===== config.mk =====
export PLATFORM = sky130hd
export DESIGN_NAME = ysyx_24080014_fetch
export DESIGN_NICKNAME = d
export VERILOG_FILES = /design/src/rtl/ysyx_24080014_fetch.sv
export SDC_FILE = /design/constraint.sdc
export NUM_CORES = 1
export LEC_CHECK = 0
export ABC_AREA = 1
export CAP_MARGIN = 20
export CORE_MARGIN = 5
export CORE_UTILIZATION = 40
export CTS_CLUSTER_SIZE = 25
export DETAILED_ROUTE_END_ITERATION = 7
export GPL_ROUTABILITY_DRIVEN = 0
export PLACE_DENSITY = 0.87
export SYNTH_ARGS = -nofsm -noshare
export SYNTH_HDL_FRONTEND = slang
export SYNTH_SLANG_ARGS = --single-unit

===== constraint.sdc =====
create_clock -name clk -period 1.6 [get_ports clk]
set_clock_uncertainty 0.1 [all_clocks]
set_input_delay 0.16 -clock clk [delete_from_list [all_inputs] [get_ports clk]]
set_output_delay 0.16 -clock clk [all_outputs]
set_load 0.01 [all_outputs]

===== src/rtl/ysyx_24080014_fetch.sv =====
// Multi-cycle instruction fetch: owns the PC, issues one memory request at a time,
// buffers the returned word for the decoder and squashes stale responses on redirect.
module ysyx_24080014_fetch #(
  parameter int              XLEN     = 32,
  parameter logic [XLEN-1:0] RESET_PC = 32'h8000_0000
) (
  input  logic            clk,
  input  logic            rst,
  output logic            req_valid,
  input  logic            req_ready,
  output logic [XLEN-1:0] req_addr,
  input  logic            rsp_valid,
  input  logic [XLEN-1:0] rsp_data,
  output logic            inst_valid,
  input  logic            inst_ready,
  output logic [XLEN-1:0] inst,
  output logic [XLEN-1:0] inst_pc,
  input  logic            redirect_valid,
  input  logic [XLEN-1:0] redirect_pc,
  output logic            busy
);

  typedef enum logic [1:0] {S_REQ, S_WAIT, S_HOLD} state_t;

  state_t          state_q, state_d;
  logic [XLEN-1:0] pc_q;
  logic            drop_q;
  logic [XLEN-1:0] redir_pc;

  assign redir_pc = {redirect_pc[XLEN-1:2], 2'b00};
  assign req_addr = pc_q;

  always_ff @(posedge clk) begin
    if (!rst) state_q <= S_REQ;
    else      state_q <= state_d;
  end

  always_comb begin
    state_d = state_q;
    case (state_q)
      S_REQ:  if (req_ready) state_d = S_WAIT;
      // any response ends the wait; only a clean, unredirected one is kept
      S_WAIT: if (rsp_valid) state_d = (drop_q || redirect_valid) ? S_REQ : S_HOLD;
      S_HOLD: if (redirect_valid || inst_ready) state_d = S_REQ;
      default: state_d = S_REQ;
    endcase
  end

  always_comb begin
    req_valid  = (state_q == S_REQ)  && rst;
    inst_valid = (state_q == S_HOLD) && rst;
    busy       = (state_q != S_HOLD);
  end

  always_ff @(posedge clk) begin
    if (!rst) begin
      pc_q    <= RESET_PC;
      drop_q  <= 1'b0;
      inst    <= '0;
      inst_pc <= '0;
    end else begin
      case (state_q)
        S_REQ: begin
          // a redirect racing an accepted request makes that request stale
          if (redirect_valid) begin
            pc_q <= redir_pc;
            if (req_ready) drop_q <= 1'b1;
          end
        end
        S_WAIT: begin
          if (rsp_valid) begin
            drop_q <= 1'b0;
            if (redirect_valid) pc_q <= redir_pc;
            else if (!drop_q) begin
              inst    <= rsp_data;
              inst_pc <= pc_q;
            end
          end else if (redirect_valid) begin
            pc_q   <= redir_pc;
            drop_q <= 1'b1;
          end
        end
        S_HOLD: begin
          if (redirect_valid)  pc_q <= redir_pc;
          else if (inst_ready) pc_q <= pc_q + XLEN'(4);
        end
        default: ;
      endcase
    end
  end

endmodule


Word level (Yosys, flattened, before mapping):

Cells that the tools add are included.
Widths: inputs -> output; s select.

* bits in registers: 99
* memories kept: 0
* bits in read-only memories: 0
* RAM bits: 0
* input bits: 70
* logic and storage cells: 44
* latch bits: 0

* divide/modulo/power cells: 0
* reductions and logical operators: 12
* magnitude comparators: 0
* muxes and demuxes: 14
* multipliers: 0
* equality and inequality tests: 10
* bitwise operators: 2
* shift operators: 0
* $add $sub $neg: 1

Operators with widths (count)
* $mux 32: 3
* $pmux 32 s2: 1
* $add 32x3->32 const B: 1
* $ne 2x2->1 const B: 5
* $mux 2: 4
* $reduce_and 4->1: 2
* $ne 3x3->1 const B: 2
* $pmux 2 s3: 1
* $reduce_and 3->1: 2
* $mux 1: 4
* $reduce_bool 2->1: 2
* $eq 2x1->1 const B: 1
* $eq 2x2->1 const B: 1
* $logic_and 1x1->1: 2
* $logic_not 2->1: 1
* $logic_or 1x1->1: 2
* $ne 2x1->1 const B: 1
* $not 1->1: 2
* $pmux 1 s2: 1
* $reduce_or 2->1: 1

Depth between registers and ports, before layout:

* depth in word-level cells: 4
* gate-level depth with buffers: 10
* mapped depth without buffers: 10

Worst setup path before layout:

OpenSTA, ideal clock, no wires.

* path kind: register to register
* from: reg pc_q[3], in the netlist req_addr[3]
* to: reg pc_q[20], in the netlist req_addr[20]
* library setup time: 0.115 ns
* stages on the path, launching flop included: 11
* arrival time: 1.395 ns
* path slack: -0.010 ns
* cell sequence: dfxtp_1 ha_1 nand2_1 nor2_2 nand2_1 nor2_1 nand3_1 nand2_1 nand2_1 o21ai_1 nor2_1

* longest elaborated chain between the ends: 4

RTL lines
* start: declaration: RTL line 26 `logic [XLEN-1:0] pc_q;`
* start signal: assignment: RTL line 66 `pc_q <= redir_pc;`
* start signal: assignment: RTL line 73 `if (redirect_valid) pc_q <= redir_pc;`
* start signal: assignment: RTL line 79 `pc_q <= redir_pc;`
* $add 32x3->32: RTL line 85 `else if (inst_ready) pc_q <= pc_q + XLEN'(4);`
* $mux 32: RTL line 85
* $mux 32: RTL line 84 `if (redirect_valid) pc_q <= redir_pc;`
* $pmux 32 s2: RTL line 62 `case (state_q)`

Every way passes these cells. The select of a mux whose other input is x is not followed.
A chain may end at the register's enable or synchronous reset.

Worst setup path after layout:

Ends and elaborated chain as after synthesis.

==> results.py <==
metrics = {
    "routing": {
        "viasPerCell": 5.22,
        "ant_nets": 0,
        "post-route-drc-count": 0,
        "wl_per_cell_um": 15.9,
        "dr.pass1.iters": 5,
        "first_iter_violations": 532,
        "postRouteWirelength_mm": 16.2,
        "vias": 5326,
    },
    "pwr": {
        "leakage_nw": 2.79,
        "max-vdd-ir-drop_mv": 0.463,
        "p_per_area_mw_per_mm2": 793,
    },
    "timing": {
        "setup-violations-final": 6,
        "holdWs_ns": 0.254,
        "worst_pin_slew_ns": 0.582,
        "slew_headroom_pct": 61.2,
        "fin_crit_sh_pct": 105,
        "fmax_mhz": 595,
        "setup_ws_ns": -0.0807,
        "min_period_ns": 1.68,
        "grt_setup_unrepaired": "true",
        "slew_violations": 0,
        "hold_violations": 0,
    },
    "global_routing": {
        "grt_usage_pct": 21.9,
        "grt_pass1_wl_mm": 23.6,
        "antenna_found_initial": 0,
        "grt_pass1_vias": 4938,
        "grt_max_degree": 67,
        "grt_overflow": 0,
    },
    "synthesis": {
        "synth_edf_count": 0,
        "avgSynthCellArea_um2": 6.77,
        "syn_area_mm2": 0.00456,
        "syn_inst": 674,
        "ys_seq_area_share_pct": 41.7,
        "synthFlopType": "dfxtp_1",
        "async_flop_share_pct": 0,
        "synthDistinctLibCells": 34,
        "ys_warn_count": 0,
        "ys_ff_latch": 95,
    },
    "clocking": {
        "cts_sinks": 95,
        "cts_tree": "built",
        "cts_buffers": 9,
        "clkLatencyLatePin_ns": 0.35,
        "cts_root_buffer": "clkbuf_16",
        "ctsHtreeMaxLevel": 3,
        "path_clk_slew_ns": 0.07,
        "clockBufferDepth": 2,
    },
    "final_layout": {
        "fin_util_pct": 63.6,
        "n_antenna_cell": 0,
        "syn2layout_area_growth_pct": 57.8,
        "drive_above_1_share_pct": 17.2,
        "fin_cells": 1020,
        "fillerInstances": 931,
        "nNetsFinal": 944,
    },
    "critical_path": {
        "slowest_delay_ns": 0.37,
        "cp.arrival_ns": 1.82,
        "rr_worst_depth": 11,
        "cp_data_required_time_ns": 1.74,
        "start_kind": "flop",
        "r2r_slack_ns": -0.08,
        "critical_path_class": "reg -> reg",
        "crit_chain": "ha_4 > nand2_4 > nor2_4 > buf_6 > nand2_8 > nor2_4 > nand3_2 > nand2_2 > nand2_1 > o21ai_1 > nor2_1",
        "reg2reg_from": "req_addr[3]",
        "cpMaxStageDelayCell": "dfxtp_2",
        "crit-reg2reg-capture": "req_addr[20]",
        "endpoint_kind": "flop",
        "crit_top_cell": "nor2_4",
        "critPathMaxFanout": 4,
    },
    "hold_path": {
        "hold_start": "rst",
        "holdPathStages": 4,
        "min_to": "state_q[0]",
        "holdCritPathClass": "in -> reg",
    },
    "place": {
        "place_inst": 1000,
        "portBuffers": 162,
        "dp_hpwl_mm": 11.3,
    },
    "floorplan": {
        "core_area_mm2": 0.0113,
        "dieArea_mm2": 0.0136,
        "die_h_um": 117,
        "die_width_um": 117,
        "ios": 169,
        "core.rowCount": 39,
        "start_util_pct": 40.3,
    },
    "outcome": {
        "status": "complete, but fails checks",
        "failed_checks": "negative setup slack",
    },
    "run": {
        "max-cap-violations": 0,
    },
}
==> synthesized netlist by cell type (2+ instances only) <==
cell / instances / share of area [%]
nand2_1: 149 / 12
nor2_1: 139 / 11
dfxtp_1: 95 / 42
o21ai_0: 74 / 8.1
a21oi_1: 49 / 5.4
inv_1: 34 / 2.8
nand3_1: 32 / 3.5
o21a_1: 19 / 3.1
clkbuf_1: 16 / 1.3
buf_2: 12 / 1.3
buf_4: 7 / 1.2
nor3_1: 5 / 0.55
o21ai_1: 5 / 0.55
nand4_1: 4 / 0.55
nor2_2: 4 / 0.55
buf_6: 3 / 0.74
inv_2: 3 / 0.25
xnor2_1: 3 / 0.58
a31oi_1: 2 / 0.27
nand2_4: 2 / 0.49
nand4_2: 2 / 0.55
or2_0: 2 / 0.27
or2_2: 2 / 0.27
==> power breakdown <==
group	internal [mW]	total, mW	switching, mW	leakage, nW
Combinational	0.522	0.997	0.475	1.87
Clock	1.21	2.14	0.938	0.139
Sequential	2.48	2.57	0.0890	0.780
Total	4.21	5.71	1.50	2.79
==> state kept, by name (all words and copies together) (netlist names) <==
| signal | cells |
|---|---|
| state_q | 2 |
| inst | 32 |
| req_addr | 30 |
| inst_pc | 30 |
| drop_q | 1 |
==> area by class of cell <==
class / count / area (um^2) / share of cell area, %
clock buffer: 10 / 229 / 3.18
clock inverter: 5 / 60.1 / 0.834
inverter: 38 / 148 / 2.05
multi-input combinational: 506 / 2520 / 35.0
sequential: 95 / 1930 / 26.8
tap: 143 / 179 / 2.49
timing repair buffer: 223 / 2140 / 29.7
==> worst max path at each step <==
stage | start | slack, ns | to
finish | req_addr[3] | -0.08 | req_addr[20]
global route | req_addr[3] | -0.15 | req_addr[20]
CTS | req_addr[2] | -0.008 | req_addr[30]
detailed placement | redirect_valid | -0.19 | req_addr[9]
global placement | redirect_valid | -0.14 | req_addr[9]
floorplan | req_addr[2] | 0.01 | req_addr[20]
==> per-layer routing <==
layer	part of all wire (%)	vias to the layer above	GRT usage (%)
met5	0	-	0
met4	4.3	0	11.1
met2	48	258	37.7
li1	-	2580	-
met3	8.8	58	4.47
met1	39	2430	25.8
==> stage by stage <==
step | setup TNS [ns] | power [mW] | setup slack [ns] | cell area [um^2]
global route | -1.34 | 5.92 | -0.151 | 7200
CTS | -0.0103 | 5.71 | -0.00798 | 6930
floorplan | 0 | 3.02 | 0.0108 | 4580
global placement | -2.46 | 3.59 | -0.141 | 6660
finish | -0.145 | 5.71 | -0.0807 | 7200
detailed placement | -4.28 | 3.60 | -0.188 | 6660
==> critical path: cells and delay by family (launching register included) <==
family | cells | cell delay (ns)
buf+inv | 1 | 0.13
fa+ha+maj | 1 | 0.16
simple gates | 8 | 0.69
flops | 1 | 0.37
compound gates | 1 | 0.11
==> cells by family (layout without fill, tap and decap cells) <==
| family | count (synthesis) | in the layout | synth area share, % |
|---|---|---|---|
| xor gates and xnor gates | 3 | 3 | 0.576 |
| DFF | 95 | 95 | 41.7 |
| and+or+nand+nor | 345 | 345 | 31.4 |
| buffers and inverters | 76 | 276 | 7.76 |
| adders and majority gates | 1 | 1 | 0.274 |
| AOI/OAI and AO/OA | 153 | 153 | 18.2 |
| other | 1 | 4 | 0.0822 |
==> layout by cell type, fill, tap and decap left out, types with 2 or more instances in the layout <==
| cell | n |
|---|---|
| nand2_1 | 136 |
| clkdlybuf4s50_1 | 130 |
| nor2_1 | 119 |
| dfxtp_1 | 81 |
| o21ai_0 | 72 |
| buf_4 | 50 |
| a21oi_1 | 47 |
| inv_1 | 30 |
| nand3_1 | 30 |
| dlygate4sd2_1 | 29 |
| o21a_1 | 19 |
| nor2_2 | 15 |
| nor2_4 | 10 |
| nand2_2 | 10 |
| dfxtp_2 | 10 |
| clkbuf_16 | 9 |
| inv_2 | 7 |
| o21ai_1 | 7 |
| buf_12 | 6 |
| nand2_4 | 5 |
| buf_6 | 5 |
| nor3_1 | 4 |
| nand4_1 | 4 |
| conb_1 | 4 |
| dfxtp_4 | 4 |
| xnor2_1 | 3 |
| a21oi_2 | 2 |
| nand3_2 | 2 |
| or2_0 | 2 |
| or2_2 | 2 |
| a31oi_1 | 2 |
| clkinv_4 | 2 |
| dlymetal6s2s_1 | 2 |
==> repair_timing <==
| item | in CTS | in global routing |
|---|---|---|
| endpoints found under the hold margin | 0 | 0 |
| setup endpoints to repair | 41 | 45 |
| setup buffers | 0 | 5 |
| hold buffers | 0 | 0 |
| pin swaps | 0 | 19 |
| gates resized for setup | 40 | 73 |
(Power assumes the default switching activity.)
